**src/rtl/ldpc_3gpp_enc_p1_acc_pkg.sv**
```systemverilog
// ============================================================================
// Module   : ldpc_3gpp_enc_p1_acc_pkg
// Brief    : Shared types and constants for the p1 feeder accumulator.
// Revision : 1.0
// ============================================================================
`default_nettype none

package ldpc_3gpp_enc_p1_acc_pkg;

    localparam int cENC_CORE_ROWS = 4;
    localparam int c_DAT_W        = 8;
    localparam int c_ZC_W         = 9;

    typedef logic [c_DAT_W-1:0] dat_t;
    typedef logic [c_ZC_W-1:0]  hb_zc_t;

    typedef enum logic [1:0] {
        c_ACC_IDLE  = 2'd0,
        c_ACC_ACC   = 2'd1,
        c_ACC_FLUSH = 2'd2,
        c_ACC_DRAIN = 2'd3
    } enc_acc_state_t;

endpackage

`default_nettype wire

```
**src/rtl/ldpc_3gpp_enc_p1_acc_ram.sv**
```systemverilog
// ============================================================================
// Module   : ldpc_3gpp_enc_acc_ram
// Brief    : Simple dual-port RAM, registered read, write-before-read.
// Revision : 1.0
// ============================================================================
`default_nettype none

module ldpc_3gpp_enc_acc_ram #(
    parameter int pADDR_W = 8,
    parameter int pDAT_W  = 8
) (
    input  logic              iclk,
    input  logic              iclkena,
    input  logic              iwe,
    input  logic [pADDR_W-1:0] iwaddr,
    input  logic [pDAT_W-1:0]  iwdat,
    input  logic              ire,
    input  logic [pADDR_W-1:0] iraddr,
    output logic [pDAT_W-1:0]  ordat
);

    logic [pDAT_W-1:0] r_mem [2**pADDR_W];

    always_ff @(posedge iclk) begin
        if (iclkena) begin
            if (iwe) begin
                r_mem[iwaddr] <= iwdat;
            end
            if (ire) begin
                ordat <= (iwe && (iwaddr == iraddr)) ? iwdat : r_mem[iraddr];
            end
        end
    end

endmodule

`default_nettype wire

```
**src/rtl/ldpc_3gpp_enc_p1_acc.sv**
```systemverilog
// ============================================================================
// Module   : ldpc_3gpp_enc_p1_acc
// Brief    : XOR-accumulates per-row partial products, then drains them to p1.
// Revision : 1.0
// ============================================================================
`default_nettype none

module ldpc_3gpp_enc_p1_acc
    import ldpc_3gpp_enc_p1_acc_pkg::*;
#(
    parameter int pADDR_W  = 8,
    parameter int pDAT_W   = 8,
    parameter int pROW_NUM = cENC_CORE_ROWS
) (
    input  logic               iclk,
    input  logic               ireset,
    input  logic               iclkena,
    input  logic [pADDR_W-3:0] ilen,
    input  logic               ival,
    input  logic               isop,
    input  logic               ieop,
    input  logic [pDAT_W-1:0]  idat,
    output logic               obusy,
    output logic               owrite,
    output logic               owstart,
    output logic [pDAT_W-1:0]  owdat,
    output logic               oerr
);

    localparam int c_ROW_W  = $clog2(pROW_NUM);
    localparam int c_WORD_W = pADDR_W - 2;
    localparam int c_RAM_AW = c_ROW_W + c_WORD_W;
    localparam logic [c_ROW_W-1:0] c_ROW_LAST = c_ROW_W'(pROW_NUM - 1);

    enc_acc_state_t      r_state;
    logic [c_ROW_W-1:0]  r_row, r_drow;
    logic [c_WORD_W-1:0] r_word, r_dword, r_len;
    logic                r_col0, r_flush, r_rd_done, r_rv, r_rfirst;
    logic                r_s1_val, r_s1_ovr;
    logic [c_RAM_AW-1:0] r_s1_addr;
    logic [pDAT_W-1:0]   r_s1_dat;

    logic                w_acc_take, w_restart, w_final, w_col0;
    logic [c_ROW_W-1:0]  w_row;
    logic [c_WORD_W-1:0] w_word, w_len;
    logic                w_drd_first, w_drd_issue, w_dfinal, w_ren;
    logic [c_RAM_AW-1:0] w_raddr;
    logic [pDAT_W-1:0]   w_rdat, w_wdat;

    // isop restarts the position so the word it carries lands at {0,0}
    assign w_acc_take  = ival && ((r_state == c_ACC_ACC) || ((r_state == c_ACC_IDLE) && isop));
    assign w_restart   = (r_state == c_ACC_ACC) && isop;
    assign w_row       = isop ? '0 : r_row;
    assign w_word      = isop ? '0 : r_word;
    assign w_len       = isop ? ilen : r_len;
    assign w_col0      = isop | r_col0;
    assign w_final     = (w_row == c_ROW_LAST) && (w_word == w_len);

    // The first drain read goes out in the second flush cycle, after the last RMW write
    assign w_drd_first = (r_state == c_ACC_FLUSH) && r_flush;
    assign w_drd_issue = w_drd_first || ((r_state == c_ACC_DRAIN) && !r_rd_done);
    assign w_dfinal    = (r_drow == c_ROW_LAST) && (r_dword == r_len);

    assign w_ren   = w_acc_take || w_drd_issue;
    assign w_raddr = w_drd_issue ? {r_drow, r_dword} : {w_row, w_word};
    assign w_wdat  = r_s1_ovr ? r_s1_dat : (w_rdat ^ r_s1_dat);

    ldpc_3gpp_enc_acc_ram #(
        .pADDR_W (c_RAM_AW),
        .pDAT_W  (pDAT_W)
    ) u_ram (
        .iclk    (iclk),
        .iclkena (iclkena),
        .iwe     (r_s1_val),
        .iwaddr  (r_s1_addr),
        .iwdat   (w_wdat),
        .ire     (w_ren),
        .iraddr  (w_raddr),
        .ordat   (w_rdat)
    );

    always_ff @(posedge iclk) begin
        if (!ireset) begin
            r_state   <= c_ACC_IDLE;
            r_row     <= '0;
            r_word    <= '0;
            r_len     <= '0;
            r_col0    <= 1'b0;
            r_flush   <= 1'b0;
            r_drow    <= '0;
            r_dword   <= '0;
            r_rd_done <= 1'b0;
            r_rv      <= 1'b0;
            r_rfirst  <= 1'b0;
            r_s1_val  <= 1'b0;
            r_s1_ovr  <= 1'b0;
            r_s1_addr <= '0;
            r_s1_dat  <= '0;
            obusy     <= 1'b0;
            owrite    <= 1'b0;
            owstart   <= 1'b0;
            owdat     <= '0;
            oerr      <= 1'b0;
        end else if (iclkena) begin
            r_s1_val <= w_acc_take;
            if (w_acc_take) begin
                r_s1_addr <= {w_row, w_word};
                r_s1_dat  <= idat;
                r_s1_ovr  <= w_col0;
            end

            r_rv     <= w_drd_issue;
            r_rfirst <= w_drd_first;
            owrite   <= r_rv;
            owstart  <= r_rv & r_rfirst;
            if (r_rv) begin
                owdat <= w_rdat;
            end

            if (w_drd_issue) begin
                if (w_dfinal) begin
                    r_rd_done <= 1'b1;
                end else if (r_dword == r_len) begin
                    r_dword <= '0;
                    r_drow  <= r_drow + 1'b1;
                end else begin
                    r_dword <= r_dword + 1'b1;
                end
            end

            oerr <= 1'b0;
            if (w_acc_take) begin
                r_len <= w_len;
                if (ieop) begin
                    r_state   <= c_ACC_FLUSH;
                    obusy     <= 1'b1;
                    r_flush   <= 1'b0;
                    r_rd_done <= 1'b0;
                    r_drow    <= '0;
                    r_dword   <= '0;
                    oerr      <= !w_final || w_restart;
                end else begin
                    r_state <= c_ACC_ACC;
                    oerr    <= w_restart;
                    if (w_final) begin
                        r_row  <= '0;
                        r_word <= '0;
                        r_col0 <= 1'b0;
                    end else begin
                        r_col0 <= w_col0;
                        if (w_word == w_len) begin
                            r_row  <= w_row + 1'b1;
                            r_word <= '0;
                        end else begin
                            r_row  <= w_row;
                            r_word <= w_word + 1'b1;
                        end
                    end
                end
            end else if (ival) begin
                oerr <= 1'b1;
            end

            unique case (r_state)
                c_ACC_FLUSH: begin
                    r_flush <= 1'b1;
                    if (r_flush) begin
                        r_state <= c_ACC_DRAIN;
                    end
                end
                c_ACC_DRAIN: begin
                    if (r_rd_done && !r_rv && owrite) begin
                        r_state <= c_ACC_IDLE;
                        obusy   <= 1'b0;
                    end
                end
                default: ;
            endcase
        end
    end

endmodule

`default_nettype wire

```
**config.mk**
```make
export PLATFORM = sky130hd
export DESIGN_NAME = ldpc_3gpp_enc_p1_acc
export DESIGN_NICKNAME = d
export VERILOG_FILES = /design/src/rtl/ldpc_3gpp_enc_p1_acc_pkg.sv /design/src/rtl/ldpc_3gpp_enc_p1_acc_ram.sv /design/src/rtl/ldpc_3gpp_enc_p1_acc.sv
export SDC_FILE = /design/constraint.sdc
export NUM_CORES = 2
export LEC_CHECK = 0
export ABC_AREA = 1
export CAP_MARGIN = 30
export CORE_MARGIN = 2
export CORE_UTILIZATION = 60
export CTS_BUF_LIST = sky130_fd_sc_hd__clkbuf_4
export CTS_CLUSTER_SIZE = 14
export DETAILED_ROUTE_END_ITERATION = 16
export PLACE_DENSITY = 0.76
export SYNTH_ARGS = -nofsm -noshare
export SYNTH_HDL_FRONTEND = slang
export SYNTH_HIERARCHICAL = 1
export SYNTH_SLANG_ARGS = --single-unit
```
**constraint.sdc**
```tcl
create_clock -name iclk -period 5.9 [get_ports iclk]
set_input_delay 1.77 -clock iclk [delete_from_list [all_inputs] [get_ports iclk]]
set_output_delay 1.77 -clock iclk [all_outputs]
set_load 0.01 [all_outputs]
```
==> flow_summary.json <==
{
  "synth.area.top_cells": "edfxtp_1, nand3_1, nand2_1",
  "dr_total_vias": 61600,
  "synth_edf_count": 2056,
  "h-tree-depth": 6,
  "hold_end": "obusy",
  "vias_per_cell": 6.17,
  "top_layer": "met5",
  "slew_viol_final": 0,
  "final_nets": 7776,
  "skew_ps": 80.2,
  "core-area_um2": 143000,
  "area_growth_pct": 9.88,
  "gr-total-overflow": 0,
  "arrival_ps": 6200,
  "ys_ff_latch": 2115,
  "drt_pass1_iterations": 8,
  "synth-main-ff-cell": "edfxtp_1",
  "p_per_area_nw_per_um2": 312,
  "worst_slew_pin_slew_ps": 1080,
  "path_class": "flop to flop",
  "grt_first_pass_wirelength_um": 351000,
  "place.gp.congestion": 0.908,
  "ys_async_sr_fraction": 0,
  "hold_violations": 0,
  "outcome": "completed",
  "fin_setup_tns_ps": 0,
  "dp_cells": 9117,
  "grt_usage": 0.316,
  "wl_met3_um": 30100,
  "total_power_mw": 29.7,
  "cap_violations": 0,
  "netlist_instances": 7522,
  "min_from": "obusy",
  "start_kind": "flop",
  "die_h_um": 384,
  "reg2regPathDepth": 19,
  "fin_crit_sh": 0.854,
  "slew_headroom": 0.278,
  "utilization": 0.664,
  "hold_depth": 2,
  "io_pins": 32,
  "post_synth_num_cell_types": 40,
  "grt_pass1_vias": 59000,
  "ys_warn_count": 6,
  "synth_common_cells": "nand2_1, nand3_1, edfxtp_1",
  "ctsResizeCount": 0,
  "place_ws_ps": 129,
  "layoutNonFillerInstCount": 9992,
  "post-synth-top-count-cell": "nand2_1",
  "netlist.area_leader.share": 0.712,
  "cts_buffers": 536,
  "ff2ff_setup_slack_ps": 860,
  "port_buffers": 31,
  "rsz0062_at_grt": "no",
  "ant_nets": 0,
  "wire_per_inst_um": 23.5,
  "antenna_found_initial": 6,
  "hold_buffers": 0,
  "clk_pin_slew_ps": 70,
  "die_area_um2": 148000,
  "start_util": 0.604,
  "synth_area_um2": 86700,
  "tritoncts": "done",
  "r2r_start": "r_state[1]",
  "rows": 139,
  "worstReg2RegEnd": "u_ram/ordat[0]",
  "setup_ws_ps": 864,
  "syn_area_per_cell_um2": 11.5,
  "wl_met1_um": 85700,
  "ys_seq_area_frac": 0.726,
  "yosys.area.top_type": "edfxtp_1",
  "syn-num-nets": 7546,
  "leakage_nw": 33.7,
  "met2_length_um": 110000,
  "clock_path_buffers": 4,
  "clkSinkCount": 2115,
  "die_w_um": 384,
  "drc": 0,
  "dp_hpwl_um": 133000,
  "worstSetupEndpointType": "flop",
  "clock_latency_ps": 1310,
  "max_freq_ghz": 0.199,
  "required_ps": 7060,
  "finalWirelength_um": 235000,
  "cts_setup_buffers": 0,
  "drive_gt1_frac": 0.123,
  "path_max_fanout": 97,
  "drt_iter0_drc": 9788,
  "grt_start_max_net_pins": 156,
  "hold_class": "flop to flop",
  "root_buffer": "clkbuf_4",
  "finalSetupViolCount": 0,
  "vdd_drop_max_mv": 0.202,
  "fin_crit_ps": 5040
}
## cell usage in the layout, fill, tap and decap left out, types with 7 or more instances in the layout
cell type,instances
a21oi_1,39
buf_12,50
buf_4,112
bufinv_16,7
clkbuf_4,751
clkdlybuf4s50_1,31
clkinv_1,72
clkinv_2,10
dfxtp_1,59
diode_2,14
edfxtp_1,2056
inv_1,80
inv_2,30
inv_8,9
nand2_1,2248
nand3_1,2063
nand4_1,9
nor2_1,356
o21ai_0,35
xor2_1,11
## critical path, stage by stage, from the launching register on
cell and delay, ps:
dfxtp_1 360, inv_1 70, nor2_1 120, nand2_1 110, nand2_1 750, nand2_1 350, o21ai_4 280, buf_4 270
buf_12 220, buf_12 330, nand2_1 110, nand3_1 110, nand3_1 160, nand3_1 150, nand3_1 160, nand3_1 430
nand3_1 160, nand3_1 270, nand3_1 130, nand2_1 90
## report_power, final
group / switching, mW / internal, mW / leakage, nW
combinational: 1.00 / 0.173 / 10.9
sequential: 0.0230 / 16.8 / 19.0
clock: 5.56 / 6.13 / 3.80
## flip-flops by register name, summed over array words and instances (netlist names), 2 cells and up
name,cells
r_dword,6
r_word,6
r_s1_dat,8
r_s1_addr,8
owdat,8
u_ram/r_mem,2048
r_drow,2
r_row,2
r_len,6
r_state,2
u_ram/ordat,8
## cell families (layout without fill, tap and decap cells)
kind of cell,count (synthesis),after routing,synth area share
XOR/XNOR,11,11,0.00111
flip-flops,2115,2115,0.726
other,0,14,0
adder cells (fa/ha/maj),4,4,0.000577
AO/OA/AOI/OAI,95,95,0.00586
buffers and inverters,603,1156,0.0324
AND/OR/NAND/NOR,4694,4694,0.234
## through the flow
step	hold slack (ps)	cell area, um^2
2_1_floorplan	435	86700
3_3_place_gp	442	89000
3_5_place_dp	455	89000
4_1_cts	465	95200
5_1_grt	487	95200
6_report	463	95300
## layout make-up
type	count	area [um^2]
clock inverters	110	613
multi-input cells	4804	21000
clock buffers	751	5640
well taps	1903	2380
diodes	14	35.0
fillers	10400	48200
flip-flops and latches	2115	62900
repair buffers	193	2150
inverters	102	485
## routing by layer
metal  track usage  vias to the layer above
met4         0.142                        2
met5             0                        -
met1         0.427                    29200
met2         0.487                     4435
met3        0.0817                      665
li1              -                    27300
## worst max path at each step
stage | start | depth (start not counted) | to | slack [ps]
final | r_state[1] | 19 | u_ram/ordat[0] | 860
after global routing | r_state[1] | 19 | u_ram/ordat[0] | 740
after CTS | r_state[1] | 19 | u_ram/ordat[0] | 1100
after detailed placement | isop | 15 | u_ram/ordat[0] | 130
after global placement | isop | 15 | u_ram/ordat[0] | 150
after floorplan | r_s1_ovr | 4 | u_ram/r_mem[0][0] | 1720
Note: power is estimated with default switching activity, not from simulation.
